### src/rtl/special_color_pipe.sv
// Colour special-effects unit: alpha blend, brighten and darken on a 3-stage
// valid/ready pipeline, with shadowed configuration loaded on a strobe.
module special_color_pipe #(
    parameter int CH_W   = 5,
    parameter int NUM_CH = 3,
    parameter int COEF_W = 5
) (
    input  logic                     clock,
    input  logic                     reset,
    input  logic                     cfg_load,
    input  logic [1:0]               cfg_mode,
    input  logic [5:0]               cfg_target1,
    input  logic [5:0]               cfg_target2,
    input  logic [COEF_W-1:0]        cfg_eva,
    input  logic [COEF_W-1:0]        cfg_evb,
    input  logic [COEF_W-1:0]        cfg_evy,
    input  logic                     in_valid,
    output logic                     in_ready,
    input  logic [NUM_CH*CH_W-1:0]   in_top,
    input  logic [NUM_CH*CH_W-1:0]   in_bot,
    input  logic [2:0]               in_top_id,
    input  logic [2:0]               in_bot_id,
    input  logic                     in_top_semi,
    input  logic                     in_win_fx,
    output logic                     out_valid,
    input  logic                     out_ready,
    output logic [NUM_CH*CH_W-1:0]   out_color,
    output logic [15:0]              fx_count
);
    localparam int PIX_W  = NUM_CH * CH_W;
    localparam int PROD_W = CH_W + COEF_W;
    localparam logic [CH_W-1:0] MAX = '1;

    typedef enum logic [1:0] {
        MODE_NONE   = 2'b00,
        MODE_ALPHA  = 2'b01,
        MODE_BRIGHT = 2'b10,
        MODE_DARK   = 2'b11
    } mode_t;

    function automatic logic [COEF_W-1:0] clamp_coef(input logic [COEF_W-1:0] c);
        return (c > COEF_W'(16)) ? COEF_W'(16) : c;
    endfunction

    // Ids 6 and 7 index the zero padding, so they never hit a target.
    function automatic logic target_hit(input logic [5:0] mask, input logic [2:0] id);
        logic [7:0] m;
        m = {2'b00, mask};
        return m[id];
    endfunction

    function automatic logic [CH_W-1:0] finish_ch(input mode_t mode, input logic [CH_W-1:0] a,
                                                  input logic [PROD_W-1:0] pa,
                                                  input logic [PROD_W-1:0] pb);
        logic [PROD_W:0] scaled;
        scaled = ({1'b0, pa} + {1'b0, pb}) >> 4;
        case (mode)
            MODE_ALPHA:  return (scaled > (PROD_W+1)'(MAX)) ? MAX : CH_W'(scaled);
            MODE_BRIGHT: return CH_W'(PROD_W'(a) + (pa >> 4));
            MODE_DARK:   return CH_W'(PROD_W'(a) - (pa >> 4));
            default:     return a;
        endcase
    endfunction

    mode_t               sh_mode;
    logic [5:0]          sh_t1, sh_t2;
    logic [COEF_W-1:0]   sh_eva, sh_evb, sh_evy;

    logic                vld_p1, vld_p2;
    mode_t               mode_p1, mode_p2;
    logic [PIX_W-1:0]    top_p1, bot_p1, a_p2;
    logic [COEF_W-1:0]   eva_p1, evb_p1, evy_p1;
    logic [NUM_CH-1:0][PROD_W-1:0] pa_d, pb_d, pa_p2, pb_p2;
    logic [PIX_W-1:0]    color_p3;
    logic                fx_p3;

    logic                t1, t2;
    mode_t               eff_mode;
    logic                ready_out, ready_p2, accept, adv_p1, adv_p2;

    assign ready_out = ~out_valid | out_ready;
    assign ready_p2  = ~vld_p2 | ready_out;
    assign adv_p1    = vld_p1 & ready_p2;
    assign adv_p2    = vld_p2 & ready_out;
    assign in_ready  = ~reset & (~vld_p1 | adv_p1);
    assign accept    = in_valid & in_ready;

    // Stage 1: decide the effective mode against the current shadow config
    always_comb begin
        t1       = target_hit(sh_t1, in_top_id);
        t2       = target_hit(sh_t2, in_bot_id);
        eff_mode = MODE_NONE;
        if (in_top_semi && t2)
            eff_mode = MODE_ALPHA;
        else if (in_win_fx && t1 && (sh_mode != MODE_ALPHA || t2))
            eff_mode = sh_mode;
    end

    // Stage 2: per-channel coefficient products
    always_comb begin
        pa_d = '0;
        pb_d = '0;
        for (int c = 0; c < NUM_CH; c++) begin
            case (mode_p1)
                MODE_ALPHA: begin
                    pa_d[c] = PROD_W'(top_p1[c*CH_W +: CH_W]) * PROD_W'(eva_p1);
                    pb_d[c] = PROD_W'(bot_p1[c*CH_W +: CH_W]) * PROD_W'(evb_p1);
                end
                MODE_BRIGHT: pa_d[c] = PROD_W'(MAX - top_p1[c*CH_W +: CH_W]) * PROD_W'(evy_p1);
                MODE_DARK:   pa_d[c] = PROD_W'(top_p1[c*CH_W +: CH_W]) * PROD_W'(evy_p1);
                default: ;
            endcase
        end
    end

    // Stage 3: combine, saturate and apply
    always_comb begin
        color_p3 = '0;
        for (int c = 0; c < NUM_CH; c++)
            color_p3[c*CH_W +: CH_W] = finish_ch(mode_p2, a_p2[c*CH_W +: CH_W], pa_p2[c], pb_p2[c]);
    end

    always_ff @(posedge clock) begin
        if (reset) begin
            sh_mode   <= MODE_NONE;
            sh_t1     <= '0;
            sh_t2     <= '0;
            sh_eva    <= '0;
            sh_evb    <= '0;
            sh_evy    <= '0;
            vld_p1    <= 1'b0;
            vld_p2    <= 1'b0;
            out_valid <= 1'b0;
            out_color <= '0;
            fx_count  <= '0;
        end else begin
            if (cfg_load) begin
                sh_mode <= mode_t'(cfg_mode);
                sh_t1   <= cfg_target1;
                sh_t2   <= cfg_target2;
                sh_eva  <= clamp_coef(cfg_eva);
                sh_evb  <= clamp_coef(cfg_evb);
                sh_evy  <= clamp_coef(cfg_evy);
            end
            if (in_ready)  vld_p1    <= in_valid;
            if (ready_p2)  vld_p2    <= vld_p1;
            if (ready_out) out_valid <= vld_p2;
            if (adv_p2)    out_color <= color_p3;
            if (out_valid && out_ready && fx_p3 && fx_count != 16'hFFFF)
                fx_count <= fx_count + 16'd1;
        end
    end

    always_ff @(posedge clock) begin
        if (accept) begin
            top_p1  <= in_top;
            bot_p1  <= in_bot;
            mode_p1 <= eff_mode;
            eva_p1  <= sh_eva;
            evb_p1  <= sh_evb;
            evy_p1  <= sh_evy;
        end
        if (adv_p1) begin
            mode_p2 <= mode_p1;
            a_p2    <= top_p1;
            pa_p2   <= pa_d;
            pb_p2   <= pb_d;
        end
        if (adv_p2)
            fx_p3 <= (mode_p2 != MODE_NONE);
    end

endmodule
### config.mk
export PLATFORM = sky130hd
export DESIGN_NAME = special_color_pipe
export DESIGN_NICKNAME = d
export VERILOG_FILES = /design/src/rtl/special_color_pipe.sv
export SDC_FILE = /design/constraint.sdc
export NUM_CORES = 1
export LEC_CHECK = 0
export BUFFER_PORTS_ARGS = -buffer_cell sky130_fd_sc_hd__buf_4
export CORE_MARGIN = 8
export CORE_UTILIZATION = 29
export DETAILED_ROUTE_END_ITERATION = 10
export PLACE_DENSITY = 0.49
export SYNTH_ARGS = -nofsm -noshare
export SYNTH_HDL_FRONTEND = slang
export SYNTH_SLANG_ARGS = --single-unit
### constraint.sdc
create_clock -name clock -period 10.1 [get_ports clock]
set_clock_uncertainty 0.2 [all_clocks]
set_input_delay 0 -clock clock [delete_from_list [all_inputs] [get_ports clock]]
set_output_delay 0 -clock clock [all_outputs]
set_load 0.05 [all_outputs]
Word-level counts from Yosys, hierarchy flattened:

Cells that the tools add are included.

* $add $sub $neg: 13
* multiply operators: 12
* order comparisons: 8
* equality and inequality tests: 8
* multiplexer cells: 17
* bitwise operators: 12
* reductions and logical operators: 9

Operators by type and width (count)
* multiplier 5 x 5 -> 10 bit: 9
* one-hot mux 10 bit (3 select lines): 3
* one-hot mux 5 bit (3 select lines): 3
* adder 10 x 10 -> 11 bit: 3
* multiplier 6 x 6 -> 10 bit: 3
* two-way mux 5 bit: 6
* greater-than comparator 7 x 5 -> 1 bit (second input constant): 3
* subtractor 5 x 5 -> 6 bit (first input constant): 3
* adder 16 x 1 -> 16 bit (second input constant): 1
* != test 16 bit (second input constant): 1
* adder 5 bit: 3
* greater-than comparator 5 bit (second input constant): 3
* subtractor 5 bit: 3
* equality test 2 bit (second input constant): 4
* < comparator 3 x 4 -> 1 bit (second input constant): 2
* binary-select mux 1 bit (select 3 bit): 2
* logical AND 1 bit: 6
* NOT 1 bit: 5
* bitwise AND 1 bit: 4
* equality test 2 x 1 -> 1 bit (second input constant): 2
* two-way mux 1 bit: 3
* OR 1 bit: 3
* != test 2 x 1 -> 1 bit (second input constant): 1
* nonzero test 2 bit: 1
* 2 further kinds: 2

* register bits after elaboration: 188
* bits of input ports: 72
* output and inout port bits: 33
* logic and storage cells: 106

Logic depth before layout (Yosys ltp):

* word-level depth: 7
* mapped depth: 14
* mapped depth without buffers: 13

Worst setup path after synthesis:

OpenSTA, ideal clock, no wires.

* kind: reg2reg
* from: register out_valid
* to: register a_p2[0] (enable)
* library setup time: 0.630 ns
* data arrival time: 6.373 ns
* data required time: 9.270 ns
* path slack: 2.897 ns
* stages on the path, launching flop included: 3
* buffers on the path: 0
* clock period less this slack: 7.203 ns
* cells stage by stage: dfxtp_1 -> nor2b_2 -> a21boi_0

* longest elaborated chain between the ends: 4

RTL lines
* start, declared: RTL line 25 `output logic out_valid,`
* start signal, assigned: RTL line 147 `if (ready_out) out_valid <= vld_p2;`
* NOT 1 bit: RTL line 81 `assign ready_out = ~out_valid | out_ready;`
* OR 1 bit: RTL line 81
* OR 1 bit: RTL line 82 `assign ready_p2 = ~vld_p2 | ready_out;`
* bitwise AND 1 bit: RTL line 83 `assign adv_p1 = vld_p1 & ready_p2;`
* via adv_p1: RTL line 79 `logic ready_out, ready_p2, accept, adv_p1, adv_p2;`
* end signal, assigned: RTL line 165 `a_p2 <= top_p1;`
* end, declared: RTL line 71 `logic [PIX_W-1:0] top_p1, bot_p1, a_p2;`

The timed path passes the listed nets, and every way through them passes these cells.
A chain may end at the register's enable or synchronous reset.

==> flow_metrics.env <==
export IMPL_hp_class="input pin to flip-flop"
export IMPL_endpoint="pa_p2[19]"
export IMPL_final_cell_count_no_fill=2853
export IMPL_portBuffers=104
export IMPL_yosys_area_top_type_share_pct=21.0
export IMPL_slowest_stage="edfxtp_1"
export IMPL_period_minus_slack_ns=4.44
export IMPL_grt_use_total_pct=13.6
export IMPL_synthArstFlopShare_pct=0
export IMPL_insertedDiodeCount=0
export IMPL_fp_dieW_um=264
export IMPL_antenna_found_initial=0
export IMPL_synth_nets=2302
export IMPL_ir_worst_vdd_mv=0.129
export IMPL_multi_input_area_um2=11700
export IMPL_cts_tree="done"
export IMPL_syn_area_um2=17900
export IMPL_fin_nets=2495
export IMPL_vias=13500
export IMPL_grt_pass1_wl_um=76200
export IMPL_seq_area_frac_synth_pct=28.0
export IMPL_clk_pin_slew_ns=0.08
export IMPL_crit_start="top_p1[6]"
export IMPL_hold_viol=0
export IMPL_setup_tns_final_ns=0
export IMPL_viasPerCell=4.73
export IMPL_slowest_delay_ns=0.77
export IMPL_start_kind="flip-flop"
export IMPL_yosys_most_used_dff="edfxtp_1"
export IMPL_synth_area_leader_cell="edfxtp_1"
export IMPL_core_um2=61400
export IMPL_synth_edf_count=125
export IMPL_fmaxAchievable_mhz=225
export IMPL_clockBufferDepth=2
export IMPL_wire_per_inst_um=16.5
export IMPL_yosys_top_cells_area="edfxtp_1, ha_1, fa_1"
export IMPL_path_buf_inv=1
export IMPL_post_route_period_util_pct=44.0
export IMPL_reg2reg_depth=11
export IMPL_rsz0062_at_grt="false"
export IMPL_max_slew_margin_pct=27.9
export IMPL_cap_violations=0
export IMPL_clkLatencyLatePin_ns=0.47
export IMPL_die_y_um=264
export IMPL_final_max_slew_viol_count=0
export IMPL_syn_area_per_cell_um2=9.63
export IMPL_fillers=6173
export IMPL_drt_iter0_drc=523
export IMPL_crit_arrival_ns=4.44
export IMPL_synth_most_common_cell="ha_1"
export IMPL_crit_family="adder cells"
export IMPL_cp_depth=11
export IMPL_ys_types=69
export IMPL_status="finished, final reports clean"
export IMPL_crit_top_cell="fa_1"
export IMPL_dr_pass1_iters=7
export IMPL_cp_cell_sequence="nand2_1 -> fa_1 -> fa_1 -> fa_1 -> inv_1 -> ha_1 -> a211oi_1 -> o21ai_0 -> and3_1 -> o21bai_1 -> o211ai_1"
export IMPL_ys_ff_latch=188
export IMPL_cp_data_required_time_ns=10.10
export IMPL_dp_cells=2693
export IMPL_reg2reg_from="top_p1[6]"
export IMPL_r2r_slack_ns=5.66
export IMPL_drive_gt1_share_pct=9.06
export IMPL_dp_hpwl_um=35200
export IMPL_drc=0
export IMPL_rr_endpoint="pa_p2[19]"
export IMPL_grt_max_degree=78
export IMPL_endpoint_kind="flip-flop"
export IMPL_power_density_nw_per_um2=123
export IMPL_gp_congestion=0.827
export IMPL_gr_total_overflow=0
export IMPL_cts_buffers=17
export IMPL_clockRootBuffer="clkbuf_16"
export IMPL_yosys_top_cells_count="ha_1, inv_1, and2_1"
export IMPL_ant_nets=0
export IMPL_crit_type="flip-flop to flip-flop"
export IMPL_grt_pass1_vias=14300
export IMPL_worstMarginPinSlew_ns=1.08
export IMPL_die_area_um2=69900
export IMPL_p_leak_nw=9.76
export IMPL_start_util_pct=29.2
export IMPL_layout_area_seq_um2=5010
export IMPL_rows=91
export IMPL_ios=105
export IMPL_setup_viol=0
export IMPL_htree_levels=4
export IMPL_wl_um=47100
export IMPL_cts_sink_count=188
export IMPL_area_growth_pct=19.7
export IMPL_finalPower_w=0.00263
export IMPL_path_max_fanout=16
export IMPL_synthCells=1857
export IMPL_yosys_warnings=0
==> cell type report <==
cell class / instances / share of cell area, %
multi-input cells: 1365 / 54.8
flip-flops and latches: 188 / 23.4
repair buffers: 245 / 10.1
well taps: 790 / 4.62
inverters: 233 / 4.08
clock buffers: 21 / 2.35
clock inverters: 11 / 0.608
==> cells in the final DEF (no fill, tap or decap), types with 8 or more instances in the layout <==
master           n
a211oi_1        11
a21o_1          31
a21oi_1         83
a22o_1           9
and2_1         149
buf_4          117
clkbuf_16       20
dfxtp_1         63
dlygate4sd3_1  128
edfxtp_1       125
fa_1           114
ha_1           259
inv_1          232
mux2i_1         28
nand2_1        119
nand2b_1        32
nand3_1         14
nor2_1         122
nor2b_1         71
nor3_1          20
o211ai_1        10
o21ai_0         44
o21bai_1        15
o221ai_1        11
o31ai_1          8
or3_1            8
xnor2_1         60
xor2_1          37
==> metrics by stage <==
| step | area, µm² | utilization [%] | setup slack, ns | hold slack (ns) |
|---|---|---|---|---|
| finish | 21400 | 34.9 | 5.66 | 0.0557 |
| global route | 21400 | 34.9 | 5.42 | 0.0256 |
| CTS | 21400 | 34.9 | 5.58 | 0.0178 |
| detailed placement | 19500 | 31.8 | 5.59 | -0.0207 |
| global placement | 19500 | 31.8 | 5.63 | -0.0216 |
| floorplan | 17900 | - | 2.90 | -0.101 |
==> worst min-delay path by stage <==
stage                      end  slack, ns  cells past startpoint        from
global placement     bot_p1[8]      -0.02                      1   in_bot[8]
floorplan            bot_p1[0]      -0.10                      0   in_bot[0]
global route         bot_p1[3]       0.03                      2   in_bot[3]
CTS                 top_p1[13]       0.02                      2  in_top[13]
finish               bot_p1[2]       0.06                      2   in_bot[2]
detailed placement   bot_p1[9]      -0.02                      1   in_bot[9]
==> timing repair <==
item | CTS | global route
hold endpoints to repair | 85 | 0
endpoints found under the setup margin | 0 | 0
hold buffers | 128 | 0
setup buffers | 0 | 0
resized for setup | 0 | 0
==> where the power goes <==
part           leakage [nW]  internal, W  switching [W]
Clock                 0.314     0.000397       0.000339
Sequential             1.71     0.000874      0.0000614
Combinational          7.74     0.000450       0.000508
==> layer usage <==
layer	vias to the layer above	share of wire, %	GRT usage, %
li1	6610	-	-
met1	6656	46	17.1
met2	189	49	24.1
met3	43	3.2	2.59
met4	0	1.3	2.72
met5	-	0	0
==> registers in the layout, indices dropped and copies added, names as in the netlist, 2 cells and up <==
signal / cells
pa_p2: 30
pb_p2: 30
fx_count: 16
a_p2: 15
bot_p1: 15
out_color: 15
top_p1: 15
sh_t1: 6
sh_t2: 6
eva_p1: 5
evb_p1: 5
evy_p1: 5
sh_eva: 5
sh_evb: 5
sh_evy: 5
mode_p1: 2
mode_p2: 2
sh_mode: 2
==> cells by family (layout without fill, tap and decap cells) <==
family	Yosys count	after routing	share of synthesized area [%]
mux	37	37	2.26
fa+ha+maj	373	373	30.9
flops	188	188	28.0
simple gates	584	584	17.3
xor+xnor	97	97	4.75
compound gates	274	274	10.4
buf+inv	304	510	6.44
No activity file was read; power rests on OpenSTA's default activity.
